===== config.mk =====
export PLATFORM = sky130hd
export DESIGN_NAME = matrix_capture_flat
export DESIGN_NICKNAME = d
export VERILOG_FILES = /design/src/rtl/matrix_capture_if.sv /design/src/rtl/matrix_capture.sv /design/src/flat_wrapper.sv
export SDC_FILE = /design/constraint.sdc
export NUM_CORES = 1
export LEC_CHECK = 0
export CAP_MARGIN = 40
export CORE_MARGIN = 1
export CORE_UTILIZATION = 55
export DETAILED_ROUTE_END_ITERATION = 16
export DONT_BUFFER_PORTS = 1
export GPL_ROUTABILITY_DRIVEN = 0
export GPL_TIMING_DRIVEN = 1
export PLACE_DENSITY = 0.73
export SLEW_MARGIN = 25
export SYNTH_ARGS = -nofsm -noshare
export SYNTH_HDL_FRONTEND = slang
export SYNTH_SLANG_ARGS = --single-unit

===== constraint.sdc =====
create_clock -name clk -period 2.1 [get_ports clk]
set_input_delay 0.42 -clock clk [delete_from_list [all_inputs] [get_ports clk]]
set_output_delay 0.42 -clock clk [all_outputs]
set_load 0.01 [all_outputs]

===== src/rtl/matrix_capture_if.sv =====
// Pin bundle of the 16x16 LED matrix display interface.
// The display driver is the master; the capture monitor is the slave.
interface matrix_capture_if;
   logic RCLK;
   logic RSDI;
   logic CCLK;
   logic CSDI;
   logic LE;
   logic OEB;

   modport master (output RCLK, output RSDI, output CCLK, output CSDI, output LE, output OEB);
   modport slave  (input  RCLK, input  RSDI, input  CCLK, input  CSDI, input  LE, input  OEB);
endinterface


===== src/rtl/matrix_capture.sv =====
// Receive-side model of the 16x16 LED matrix display. Samples the serial
// display pins, deserialises row/column words and commits each latched
// column word into a 16x16 frame buffer that can be read back by row.
module matrix_capture #(
   parameter int SYNC_STAGES = 2,
   parameter int FRAMECNT_W  = 8
) (
   input  logic                  clk,
   input  logic                  reset,
   matrix_capture_if.slave       pins,
   input  logic [3:0]            rd_row,
   output logic [15:0]           rd_data,
   output logic                  row_commit,
   output logic                  frame_done,
   output logic [FRAMECNT_W-1:0] frame_count,
   output logic                  onehot_err,
   input  logic                  clr_err,
   output logic                  blanked
);

   // Bit positions of the pins inside the packed pin vector.
   localparam int P_RCLK = 0;
   localparam int P_RSDI = 1;
   localparam int P_CCLK = 2;
   localparam int P_CSDI = 3;
   localparam int P_LE   = 4;
   localparam int P_OEB  = 5;

   logic [5:0]  pin_raw;
   logic [5:0]  pin_sync;
   logic [4:0]  prev_reg;        // one stage behind pin_sync, keeps data aligned with strobes
   logic        rclk_rise_reg;
   logic        cclk_rise_reg;
   logic        le_rise_reg;
   logic [15:0] row_sr_reg;
   logic [15:0] col_sr_reg;
   logic [15:0] fb_reg [16];
   logic [15:0] rd_data_reg;
   logic        row_commit_reg;
   logic        frame_done_reg;
   logic [FRAMECNT_W-1:0] frame_count_reg;
   logic        onehot_err_reg;
   logic        row_onehot;

   assign pin_raw = {pins.OEB, pins.LE, pins.CSDI, pins.CCLK, pins.RSDI, pins.RCLK};

   genvar gi;
   generate
      for (gi = 0; gi < 6; gi++) begin : g_sync
         // OEB idles high (display blanked), every other pin idles low.
         localparam logic RST_VAL = (gi == P_OEB);
         logic [SYNC_STAGES-1:0] chain_reg;

         // Synchroniser chain for one pin.
         always_ff @(posedge clk) begin
            if (reset) chain_reg <= {SYNC_STAGES{RST_VAL}};
            else       chain_reg <= {chain_reg[SYNC_STAGES-2:0], pin_raw[gi]};
         end

         assign pin_sync[gi] = chain_reg[SYNC_STAGES-1];
      end
   endgenerate

   // Edge detect: registered rise strobes; data pins delayed by the same stage.
   always_ff @(posedge clk) begin
      if (reset) begin
         prev_reg      <= '0;
         rclk_rise_reg <= 1'b0;
         cclk_rise_reg <= 1'b0;
         le_rise_reg   <= 1'b0;
      end else begin
         prev_reg      <= pin_sync[4:0];
         rclk_rise_reg <= pin_sync[P_RCLK] & ~prev_reg[P_RCLK];
         cclk_rise_reg <= pin_sync[P_CCLK] & ~prev_reg[P_CCLK];
         le_rise_reg   <= pin_sync[P_LE]   & ~prev_reg[P_LE];
      end
   end

   // Row and column shift registers; a commit in the same cycle sees the pre-shift values.
   always_ff @(posedge clk) begin
      if (reset) begin
         row_sr_reg <= '0;
         col_sr_reg <= '0;
      end else begin
         if (rclk_rise_reg) row_sr_reg <= {row_sr_reg[14:0], prev_reg[P_RSDI]};
         if (cclk_rise_reg) col_sr_reg <= {col_sr_reg[14:0], prev_reg[P_CSDI]};
      end
   end

   assign row_onehot = (row_sr_reg != 16'd0) && ((row_sr_reg & (row_sr_reg - 16'd1)) == 16'd0);

   generate
      for (gi = 0; gi < 16; gi++) begin : g_fb
         // Frame buffer row: written on commit whenever its row bit is set.
         always_ff @(posedge clk) begin
            if (reset)                             fb_reg[gi] <= '0;
            else if (le_rise_reg && row_sr_reg[gi]) fb_reg[gi] <= col_sr_reg;
         end
      end
   endgenerate

   // Registered read port; a same-cycle write is not forwarded.
   always_ff @(posedge clk) begin
      if (reset) rd_data_reg <= '0;
      else       rd_data_reg <= fb_reg[rd_row];
   end

   // Commit status: pulses, frame counter and sticky one-hot error (set beats clear).
   always_ff @(posedge clk) begin
      if (reset) begin
         row_commit_reg  <= 1'b0;
         frame_done_reg  <= 1'b0;
         frame_count_reg <= '0;
         onehot_err_reg  <= 1'b0;
      end else begin
         row_commit_reg <= le_rise_reg;
         frame_done_reg <= le_rise_reg & row_sr_reg[15];
         if (le_rise_reg && row_sr_reg[15])
            frame_count_reg <= frame_count_reg + FRAMECNT_W'(1);
         if (le_rise_reg && !row_onehot)
            onehot_err_reg <= 1'b1;
         else if (clr_err)
            onehot_err_reg <= 1'b0;
      end
   end

   assign rd_data     = rd_data_reg;
   assign row_commit  = row_commit_reg;
   assign frame_done  = frame_done_reg;
   assign frame_count = frame_count_reg;
   assign onehot_err  = onehot_err_reg;
   assign blanked     = pin_sync[P_OEB];

endmodule


===== src/flat_wrapper.sv =====
// flat-port wrapper written by rule: the top's interface ports become plain ports
module matrix_capture_flat 
#(
   parameter int SYNC_STAGES = 2,
   parameter int FRAMECNT_W  = 8
)
  (clk, reset, rd_row, rd_data, row_commit, frame_done, frame_count, onehot_err, clr_err, blanked, pins_RCLK, pins_RSDI, pins_CCLK, pins_CSDI, pins_LE, pins_OEB);
  matrix_capture_if pins_i ();
  input  logic clk;
  input  logic reset;
  input  logic [3:0] rd_row;
  output logic [15:0] rd_data;
  output logic row_commit;
  output logic frame_done;
  output logic [FRAMECNT_W-1:0] frame_count;
  output logic onehot_err;
  input  logic clr_err;
  output logic blanked;
  input wire logic [$bits(pins_i.RCLK)-1:0] pins_RCLK;
  input wire logic [$bits(pins_i.RSDI)-1:0] pins_RSDI;
  input wire logic [$bits(pins_i.CCLK)-1:0] pins_CCLK;
  input wire logic [$bits(pins_i.CSDI)-1:0] pins_CSDI;
  input wire logic [$bits(pins_i.LE)-1:0] pins_LE;
  input wire logic [$bits(pins_i.OEB)-1:0] pins_OEB;
  assign pins_i.RCLK = pins_RCLK;
  assign pins_i.RSDI = pins_RSDI;
  assign pins_i.CCLK = pins_CCLK;
  assign pins_i.CSDI = pins_CSDI;
  assign pins_i.LE = pins_LE;
  assign pins_i.OEB = pins_OEB;
  matrix_capture #(.SYNC_STAGES(SYNC_STAGES), .FRAMECNT_W(FRAMECNT_W)) u_core (.clk(clk), .reset(reset), .pins(pins_i), .rd_row(rd_row), .rd_data(rd_data), .row_commit(row_commit), .frame_done(frame_done), .frame_count(frame_count), .onehot_err(onehot_err), .clr_err(clr_err), .blanked(blanked));
endmodule

==> impl_metrics.tcl, run 1 <==
set metrics [dict create \
    min_period_ns 1.67 \
    wl_met1_mm 14.0 \
    syn_to_final_growth_pct 10.9 \
    sw_frac_of_total 0.204 \
    wirelength_mm 35.3 \
    crit_fanout 3 \
    dieHeight_um 163 \
    clockBufferDepth 3 \
    max_freq_ghz 0.598 \
    power.internal_mw 11.0 \
    reg2reg_depth 5 \
    cts-buffers-inserted 35 \
    clk_pin_slew_ns 0.06 \
    grt_pass1_vias 8478 \
    switchingPower_mw 2.83 \
    wl_per_cell_um 26.9 \
    crit_slowest_cell "or4_1" \
    relSlewSlack 0.538 \
    combPwrFrac 0.042 \
    r2r_slack_ns 0.43 \
    design.core.area_um2 25300 \
    grt_pass1_wl_mm 52.8 \
    setup_tns_ns 0 \
    syn_area_um2 14300 \
    ys_seq_elements 335 \
    final_cells 1313 \
    worstSetupStartpointType "flop" \
    wl_met2_mm 16.9 \
    dieArea_um2 26600 \
    cpPeakStageDelay_ns 0.58 \
    seqPwrFrac 0.534 \
    syn_inst 972 \
    hold_path_depth 1 \
    antenna_found_initial 1 \
    finalSetupViolations 0 \
    pin_count 41 \
    clockPowerShare 0.424 \
    grt_overflow_total 0 \
    critPathTopFamily "simple AND/OR/NAND/NOR gates" \
    post-route-period-util 0.796 \
    fill_cells 1776 \
    drt-initial-drc-count 937 \
    max_cap_viol_count 0 \
    cp_cell_sequence "or4_1 > nor4_1 > a221oi_1 > o41ai_1 > a31oi_1" \
    remaining_drc_errors 0 \
    largest_register_ffs 256 \
    cts.sinks 335 \
    start_util 0.563 \
    synth_warnings 0 \
    cts.root.buffer_cell "clkbuf_16" \
    antenna_left 0 \
    fp-row-count 58 \
    worstSkewPairLatency_ns 0.52 \
    dp_cells 1248 \
    drive_gt1_frac 0.195 \
    whs_endpoint "u_core.g_sync[1].chain_reg[0]$_SDFF_PP0_" \
    r2r_end "u_core.onehot_err$_SDFFE_PP0P_" \
    cp_data_required_time_ns 2.49 \
    finClkSkew_ns 0.0197 \
    endpoint_kind "flop" \
    viasPerCell 6.43 \
    rsz0062_at_grt "no" \
    crit_buf_inv 0 \
    route.met3.wl_mm 3.42 \
    cts_setup_buffers 0 \
    die_x_um 163 \
    cts_tree "built" \
    place_hpwl_mm 19.7 \
    status "complete, no violations" \
    port_buffers 0 \
    power.leakage_nw 6.61 \
    critPathArrivalTime_ns 2.07 \
    syn_avg_cell_area_um2 14.7 \
    timing.rr.start "u_core.row_sr_reg[3]$_SDFFE_PP0P_" \
    finalHoldViolCount 0 \
    ir_drop_mv 0.615 \
    maxUsedRoutingLayer "met4" \
    htreeDepth 2 \
    synthesis.nets 986 \
    drt_pre_antenna_iters 5 \
    p_per_area_nw_per_um2 876 \
    min_from "pins_RSDI" \
    grt_max_degree 94 \
    yosysUniqueCellTypes 36 \
    grt_use_total 0.277 \
    num_vias 8440 \
    hp-class "input pin to flop" \
    layout.nets 971 \
    worstMarginPinSlew_ns 0.693 \
    synth-seq-area-share 0.650 \
    worst-setup-path-type "flop to flop" \
    slew_viol_final 0 \
]
placed cells by master (no fill, tap or decap), drive strengths merged, types with 18 or more instances in the layout:
master and n:
and2 18, and3 256, buf 56, clkbuf 51, dfxtp 79, edfxtp 256
mux2i 33, mux4 80, nand2 34, nor2 43, nor2b 20
worst max-delay path by stage:
stage                     cells after the start                             end                               from
after floorplan                               5    u_core.rd_data[0]$_SDFF_PP0_                          rd_row[1]
after global placement                        3   u_core.rd_data[11]$_SDFF_PP0_                          rd_row[0]
after detailed placement                      3   u_core.rd_data[11]$_SDFF_PP0_                          rd_row[0]
after CTS                                     5  u_core.onehot_err$_SDFFE_PP0P_  u_core.row_sr_reg[3]$_SDFFE_PP0P_
after global routing                          5  u_core.onehot_err$_SDFFE_PP0P_  u_core.row_sr_reg[3]$_SDFFE_PP0P_
final                                         5  u_core.onehot_err$_SDFFE_PP0P_  u_core.row_sr_reg[3]$_SDFFE_PP0P_
what timing repair did:
item,CTS,global route
resized for setup,0,0
endpoints found under the hold margin,55,0
endpoints found under the setup margin,0,0
hold buffers,2,0
metal layers:
metal  vias up  GRT usage
met5         -          0
met4         0      0.105
met3        88     0.0549
met2       442      0.445
li1       3660          -
met1      4250      0.374
Yosys cell counts (all sizes together):
cell / n / share of area
nor2: 43 / 0.011
nand3: 1 / 0.00035
clkbuf: 93 / 0.024
ha: 1 / 0.00088
mux4: 80 / 0.13
xnor2: 3 / 0.0018
nor3: 2 / 0.00070
xor2: 2 / 0.0012
nand2: 34 / 0.0089
a31oi: 1 / 0.00044
a22oi: 2 / 0.0011
nand4: 4 / 0.0018
nor2b: 20 / 0.0088
o31ai: 2 / 0.0011
and2: 18 / 0.0079
and3: 256 / 0.11
mux2: 1 / 0.00079
o21ai: 4 / 0.0014
a221oi: 1 / 0.00061
mux2i: 33 / 0.023
nor4: 2 / 0.00088
o32a: 1 / 0.00070
a21oi: 2 / 0.00070
dfxtp: 79 / 0.11
o41ai: 1 / 0.00061
or3: 4 / 0.0018
buf: 16 / 0.0064
edfxtp: 256 / 0.54
o21a: 1 / 0.00053
or4: 2 / 0.0011
or2: 2 / 0.00088
inv: 4 / 0.0011
a22o: 1 / 0.00061
worst register-to-register path, delay by kind of cell, from the launching register on:
kind | cells | cell delay, ns
AOI/OAI and AO/OA | 3 | 0.34
DFF | 1 | 0.30
and+or+nand+nor | 2 | 0.91
metrics by stage:
stage | hold slack [ns] | total power [mW] | utilization | setup WS, ns | cell area (um2)
detailed placement | 0.376 | 8.10 | 0.580 | 0.402 | 14700
global route | 0.0176 | 14.2 | 0.625 | 0.396 | 15800
CTS | 0.0174 | 13.9 | 0.625 | 0.440 | 15800
global placement | 0.372 | 8.08 | 0.580 | 0.404 | 14700
finish | 0.0287 | 13.9 | 0.625 | 0.428 | 15800
floorplan | 0.367 | 7.96 | - | 0.00440 | 14300
cell type report:
type / instances / area, um2 / share of cell area
Multi-Input combinational cell: 524 / 4550 / 0.288
Clock inverter: 11 / 51.3 / 0.00324
Timing Repair Buffer: 57 / 488 / 0.0308
Clock buffer: 51 / 1040 / 0.0656
Inverter: 4 / 15.0 / 0.000949
Sequential cell: 335 / 9270 / 0.586
Antenna cell: 1 / 2.50 / 0.000158
Tap cell: 330 / 413 / 0.0261
kinds of logic (layout without fill, tap and decap cells):
group | Yosys count | count (layout) | share of synthesized area
simple gates | 388 | 388 | 0.157
fa+ha+maj | 1 | 1 | 0.000877
flops | 335 | 335 | 0.650
buf+inv | 113 | 123 | 0.0319
other cells | 0 | 1 | 0
xor+xnor | 5 | 5 | 0.00307
mux | 114 | 114 | 0.150
compound gates | 16 | 16 | 0.00772
power groups by stage:
stage | clock network (mW) | registers [mW] | logic (mW)
2_1_floorplan | 0 | 7.50 | 0.452
3_3_place_gp | 0 | 7.54 | 0.546
3_5_place_dp | 0 | 7.54 | 0.554
4_1_cts | 5.95 | 7.40 | 0.579
5_1_grt | 6.20 | 7.42 | 0.604
6_report | 5.88 | 7.40 | 0.580
Note: power is estimated with default switching activity, not from simulation.
==> run 2, diff against run 1 <==
==> constraint.sdc (replaced) <==
create_clock -name clk -period 1.4 [get_ports clk]
set_input_delay 0.28 -clock clk [delete_from_list [all_inputs] [get_ports clk]]
set_output_delay 0.28 -clock clk [all_outputs]
set_load 0.01 [all_outputs]
==> run 2 against run 1 <==
The run now ends with setup timing left. Core utilization up 2.8 points. Design area grew 4.4%. Clock power up 70%. Via count shrank 0.14%. Die area did not move. Count of clock-buffer cells in the layout up 3. Combinational power rose by 67%. Global-route usage fell by 0.63 points. Maximum frequency up 2.2%. Final cell count grew 1.5%. Wire length is 0.94% lower. Flip-flop and latch count stayed put.
==> impl_metrics.tcl, run 2 (synthesized netlist as in run 1, its figures left out) <==
set metrics [dict create \
    drive_gt1_frac 0.241 \
    relSlewSlack 0.601 \
    power.internal_mw 17.7 \
    diodes 0 \
    grt_pass1_wl_mm 52.1 \
    wirelength_mm 35.0 \
    cts_tree "built" \
    clockPowerShare 0.454 \
    wl_per_cell_um 26.3 \
    rsz0062_at_grt "yes" \
    dieHeight_um 163 \
    htreeDepth 2 \
    worstMarginPinSlew_ns 0.597 \
    cp_data_required_time_ns 1.82 \
    slew_viol_final 0 \
    switchingPower_mw 4.43 \
    max_freq_ghz 0.611 \
    layout.nets 990 \
    place_hpwl_mm 19.7 \
    grt_pass1_vias 8375 \
    worstSkewPairLatency_ns 0.53 \
    fp-row-count 58 \
    cts_setup_buffers 0 \
    antenna_left 0 \
    ir_drop_mv 1.25 \
    fin_area_um2 16500 \
    design.core.area_um2 25300 \
    min_period_ns 1.64 \
    port_buffers 0 \
    die_x_um 163 \
    antenna_found_initial 0 \
    power.leakage_nw 6.88 \
    post-place-ws_ns -0.233 \
    r2r_slack_ns -0.24 \
    violations "setup timing" \
    syn_to_final_growth_pct 15.9 \
    start_util 0.563 \
    hp-class "input pin to flop" \
    grt_use_total 0.270 \
    crit_fanout 1 \
    drt_pre_antenna_iters 5 \
    remaining_drc_errors 0 \
    p_per_area_nw_per_um2 1340 \
    finalSetupViolations 17 \
    grt_max_degree 95 \
    viasPerCell 6.32 \
    worstSetupStartpointType "flop" \
    num_vias 8428 \
    finalWorstSetupSlack_ns -0.236 \
    post-route-period-util 1.17 \
    final_cells 1333 \
    dieArea_um2 26600 \
    critPathArrivalTime_ns 2.05 \
    largest_register_ffs 256 \
    drt-initial-drc-count 1028 \
    cts.root.buffer_cell "clkbuf_16" \
    status "finished with violations" \
    sw_frac_of_total 0.200 \
    finalHoldViolCount 0 \
    pin_count 41 \
    cts.sinks 335 \
    worst-setup-path-type "flop to flop" \
    clockBufferDepth 3 \
    fin_util 0.653 \
    clk_pin_slew_ns 0.06 \
    grt_overflow_total 0 \
    endpoint_kind "flop" \
    finClkSkew_ns 0.0160 \
    max_cap_viol_count 0 \
    cts-buffers-inserted 36 \
    seqPwrFrac 0.502 \
    placed_area_um2 15000 \
    dp_cells 1260 \
    combPwrFrac 0.044 \
    final_cell_mix "and3_1, edfxtp_1, mux4_2" \
]
run 2: cell count changes in the layout (fill, tap and decap cells not counted), sizes merged, moves of 2 or more:
cell	change
clkbuf	+3
buf	+12
dlygate4sd3	+5
clkinvlp	+2
bufinv	+5
clkinv	-8
run 2: what timing repair did:
item | CTS | global route
cloned | 0 | 1
pin swaps | 3 | 3
hold buffers | 7 | 0
gates resized for setup | 17 | 22
endpoints found under the hold margin | 58 | 0
setup endpoints to repair | 83 | 105
run 2: final timing paths:
check / start / endpoint / depth (start not counted)
hold / removal: rd_row[3] / u_core.rd_data[12]$_SDFF_PP0_ / 2
setup reg to reg: u_core.fb_reg[10][11]$_SDFFCE_PN0P_ / u_core.rd_data[11]$_SDFF_PP0_ / 3
hold reg to reg: u_core.prev_reg[0]$_SDFF_PP0_ / u_core.rclk_rise_reg$_SDFF_PP0_ / 1
setup / recovery: u_core.fb_reg[10][11]$_SDFFCE_PN0P_ / u_core.rd_data[11]$_SDFF_PP0_ / 3
run 2: routing by layer:
metal  up-vias  GRT usage  wire length [um]
met3        92     0.0500              3000
met4         0      0.128              1590
met2       407      0.427             16500
li1       3710          -                 -
met1      4219      0.364             13900
met5         -          0                 0
run 2: power groups by stage:
stage / sequential [mW] / clock, mW / combinational (mW)
after detailed placement: 11.3 / 0 / 0.870
after global placement: 11.3 / 0 / 0.854
after global routing: 11.1 / 10.5 / 1.01
after floorplan: 11.3 / 0 / 0.727
after CTS: 11.1 / 10.2 / 0.938
final: 11.1 / 10.0 / 0.969
run 2: per-stage QoR:
stage          power [mW]  hold WS (ns)  TNS (ns)
2_1_floorplan        12.0         0.359    -11.20
3_3_place_gp         12.1         0.354     -6.73
3_5_place_dp         12.2         0.358     -7.44
4_1_cts              22.2        0.0206     -3.13
5_1_grt              22.7        0.0344     -3.68
6_report             22.1        0.0386     -3.15
run 2: final cells by class:
cell class	count	area [um2]
Sequential cell	335	9270
Fill cell	1741	8800
Multi-Input combinational cell	525	4760
Clock buffer	54	1060
Timing Repair Buffer	74	801
Tap cell	330	413
Clock inverter	11	203
Inverter	4	17.5
run 2: worst max-delay path: stages (launching register included):
cell and delay [ns]:
edfxtp_1 0.40, mux4_2 0.52, mux4_2 0.48, and2_1 0.14
==> run 3, diff against run 2 <==
--- a/config.mk
+++ b/config.mk
@@ -6,11 +6,12 @@
 export NUM_CORES = 1
 export LEC_CHECK = 0
 export CAP_MARGIN = 40
+export CORE_ASPECT_RATIO = 0.8
 export CORE_MARGIN = 1
 export CORE_UTILIZATION = 55
 export DETAILED_ROUTE_END_ITERATION = 16
 export DONT_BUFFER_PORTS = 1
-export GPL_ROUTABILITY_DRIVEN = 0
+export GPL_ROUTABILITY_DRIVEN = 1
 export GPL_TIMING_DRIVEN = 1
 export PLACE_DENSITY = 0.73
 export SLEW_MARGIN = 25
==> run 3 against run 2 <==
The run still ends with setup timing left. First-iteration DRC count increased by 5.9%. Design area decreased by 0.39%. Setup slack improved by 0.0078 ns. Largest cell class unchanged. Largest power group unchanged.
==> impl_metrics.tcl, run 3 (synthesized netlist as in run 1, its figures left out) <==
set metrics [dict create \
    status "finished with violations" \
    violations "setup timing" \
    cts_tree "built" \
    die_x_um 182 \
    power.leakage_nw 6.84 \
    worstSetupStartpointType "flop" \
    post-place-ws_ns -0.227 \
    num_vias 8528 \
    maxUsedRoutingLayer "met4" \
    sw_frac_of_total 0.206 \
    finClkSkew_ns 0.0197 \
    relSlewSlack 0.614 \
    whs_endpoint "u_core.rd_data[8]$_SDFF_PP0_" \
    switchingPower_mw 4.27 \
    start_util 0.562 \
    clockPowerShare 0.416 \
    wl_per_cell_um 27.2 \
    worstMarginPinSlew_ns 0.578 \
    r2r_slack_ns -0.23 \
    place_hpwl_mm 20.1 \
    dieHeight_um 146 \
    worstSkewPairLatency_ns 0.52 \
    worst-setup-path-type "flop to flop" \
    p_per_area_nw_per_um2 1260 \
    cts-buffers-inserted 35 \
    post-route-period-util 1.16 \
    combPwrFrac 0.049 \
    final_cells 1329 \
    drt-initial-drc-count 1089 \
    critPathArrivalTime_ns 2.03 \
    seqPwrFrac 0.535 \
    min_period_ns 1.63 \
    crit_fanout 1 \
    timing.rr.start "u_core.fb_reg[14][14]$_SDFFCE_PN0P_" \
    endpoint_kind "flop" \
    dp_cells 1259 \
    rsz0062_at_grt "yes" \
    hp-class "input pin to flop" \
    wl_met1_mm 15.2 \
    drt_pre_antenna_iters 5 \
    design.core.area_um2 25400 \
    largest_register_ffs 256 \
    reg2reg_depth 3 \
    layout.nets 995 \
    antenna_left 0 \
    max_freq_ghz 0.614 \
    grt_pass1_vias 8482 \
    pin_count 41 \
    fp-row-count 52 \
    final_cell_mix "and3_1, edfxtp_1, mux4_2" \
    syn_to_final_growth_pct 15.4 \
    finalSetupViolations 17 \
    slew_viol_final 0 \
    grt_pass1_wl_mm 53.4 \
    viasPerCell 6.42 \
    htreeDepth 2 \
    port_buffers 0 \
    dieArea_um2 26600 \
    antenna_found_initial 0 \
    wl_met2_mm 16.5 \
    cts.root.buffer_cell "clkbuf_16" \
    grt_use_total 0.275 \
    cts_setup_buffers 0 \
    route.met3.wl_mm 3.55 \
    min_from "rd_row[3]" \
    power.internal_mw 16.5 \
    diodes 0 \
    clk_pin_slew_ns 0.06 \
    clockBufferDepth 3 \
    cts.sinks 335 \
    r2r_end "u_core.rd_data[14]$_SDFF_PP0_" \
    grt_overflow_total 0 \
    fill_cells 1768 \
    hold_path_depth 2 \
    max_cap_viol_count 0 \
    cp_data_required_time_ns 1.80 \
    drive_gt1_frac 0.238 \
    ir_drop_mv 0.953 \
    remaining_drc_errors 0 \
    wirelength_mm 36.1 \
    grt_max_degree 68 \
    gp_congestion 0.783 \
    finalWorstSetupSlack_ns -0.228 \
    finalHoldViolCount 0 \
]
[run 3: worst max-delay path by stage]
stage                                                    from                       endpoint  cells past startpoint
after global routing       u_core.fb_reg[2][14]$_SDFFCE_PN0P_  u_core.rd_data[14]$_SDFF_PP0_                      3
after CTS                 u_core.fb_reg[14][14]$_SDFFCE_PN0P_  u_core.rd_data[14]$_SDFF_PP0_                      3
final                     u_core.fb_reg[14][14]$_SDFFCE_PN0P_  u_core.rd_data[14]$_SDFF_PP0_                      3
after detailed placement  u_core.fb_reg[14][14]$_SDFFCE_PN0P_  u_core.rd_data[14]$_SDFF_PP0_                      3
after global placement     u_core.fb_reg[7][14]$_SDFFCE_PN0P_  u_core.rd_data[14]$_SDFF_PP0_                      3
after floorplan                                     rd_row[0]   u_core.rd_data[3]$_SDFF_PP0_                      5
[run 3: critical path: stages (launching register included)]
cell and delay (ns):
edfxtp_1 0.37, mux4_2 0.47, mux4_2 0.53, and2_4 0.16
[run 3: metrics by stage]
step | power (mW) | hold slack, ns | area [um2] | utilization | TNS (ns)
floorplan | 12.0 | 0.359 | 14500 | - | -11.20
finish | 20.8 | 0.0577 | 16500 | 0.649 | -3.18
CTS | 20.8 | 0.0429 | 16300 | 0.643 | -3.12
global placement | 12.2 | 0.358 | 15100 | 0.597 | -4.86
detailed placement | 12.2 | 0.358 | 15100 | 0.597 | -5.63
global route | 21.3 | 0.0519 | 16500 | 0.649 | -3.83
[run 3: what timing repair did]
item | CTS | global route
pin swaps | 0 | 5
endpoints found under the hold margin | 58 | 0
hold buffers | 7 | 0
endpoints found under the setup margin | 62 | 136
cloned | 0 | 2
resized for setup | 11 | 29
[run 3: area by class of cell]
| class | instances | area, um2 | share of cell area |
|---|---|---|---|
| inverter | 4 | 15.0 | 0.000912 |
| clock buffer | 56 | 1020 | 0.0617 |
| sequential | 335 | 9270 | 0.563 |
| clock inverter | 5 | 30.0 | 0.00182 |
| multi-input combinational | 526 | 4760 | 0.289 |
| tap | 324 | 405 | 0.0246 |
| timing repair buffer | 79 | 966 | 0.0587 |
[run 3: metal layers]
layer | vias to the layer above | global-route usage
li1 | 3720 | -
met1 | 4301 | 0.406
met2 | 440 | 0.413
met3 | 67 | 0.0614
met4 | 0 | 0.0798
met5 | - | 0
[run 3: power groups by stage]
stage	sequential [mW]	clock (mW)	combinational (mW)
2_1_floorplan	11.3	0	0.727
3_3_place_gp	11.3	0	0.911
3_5_place_dp	11.3	0	0.926
4_1_cts	11.1	8.73	0.988
5_1_grt	11.1	9.11	1.06
6_report	11.1	8.64	1.02
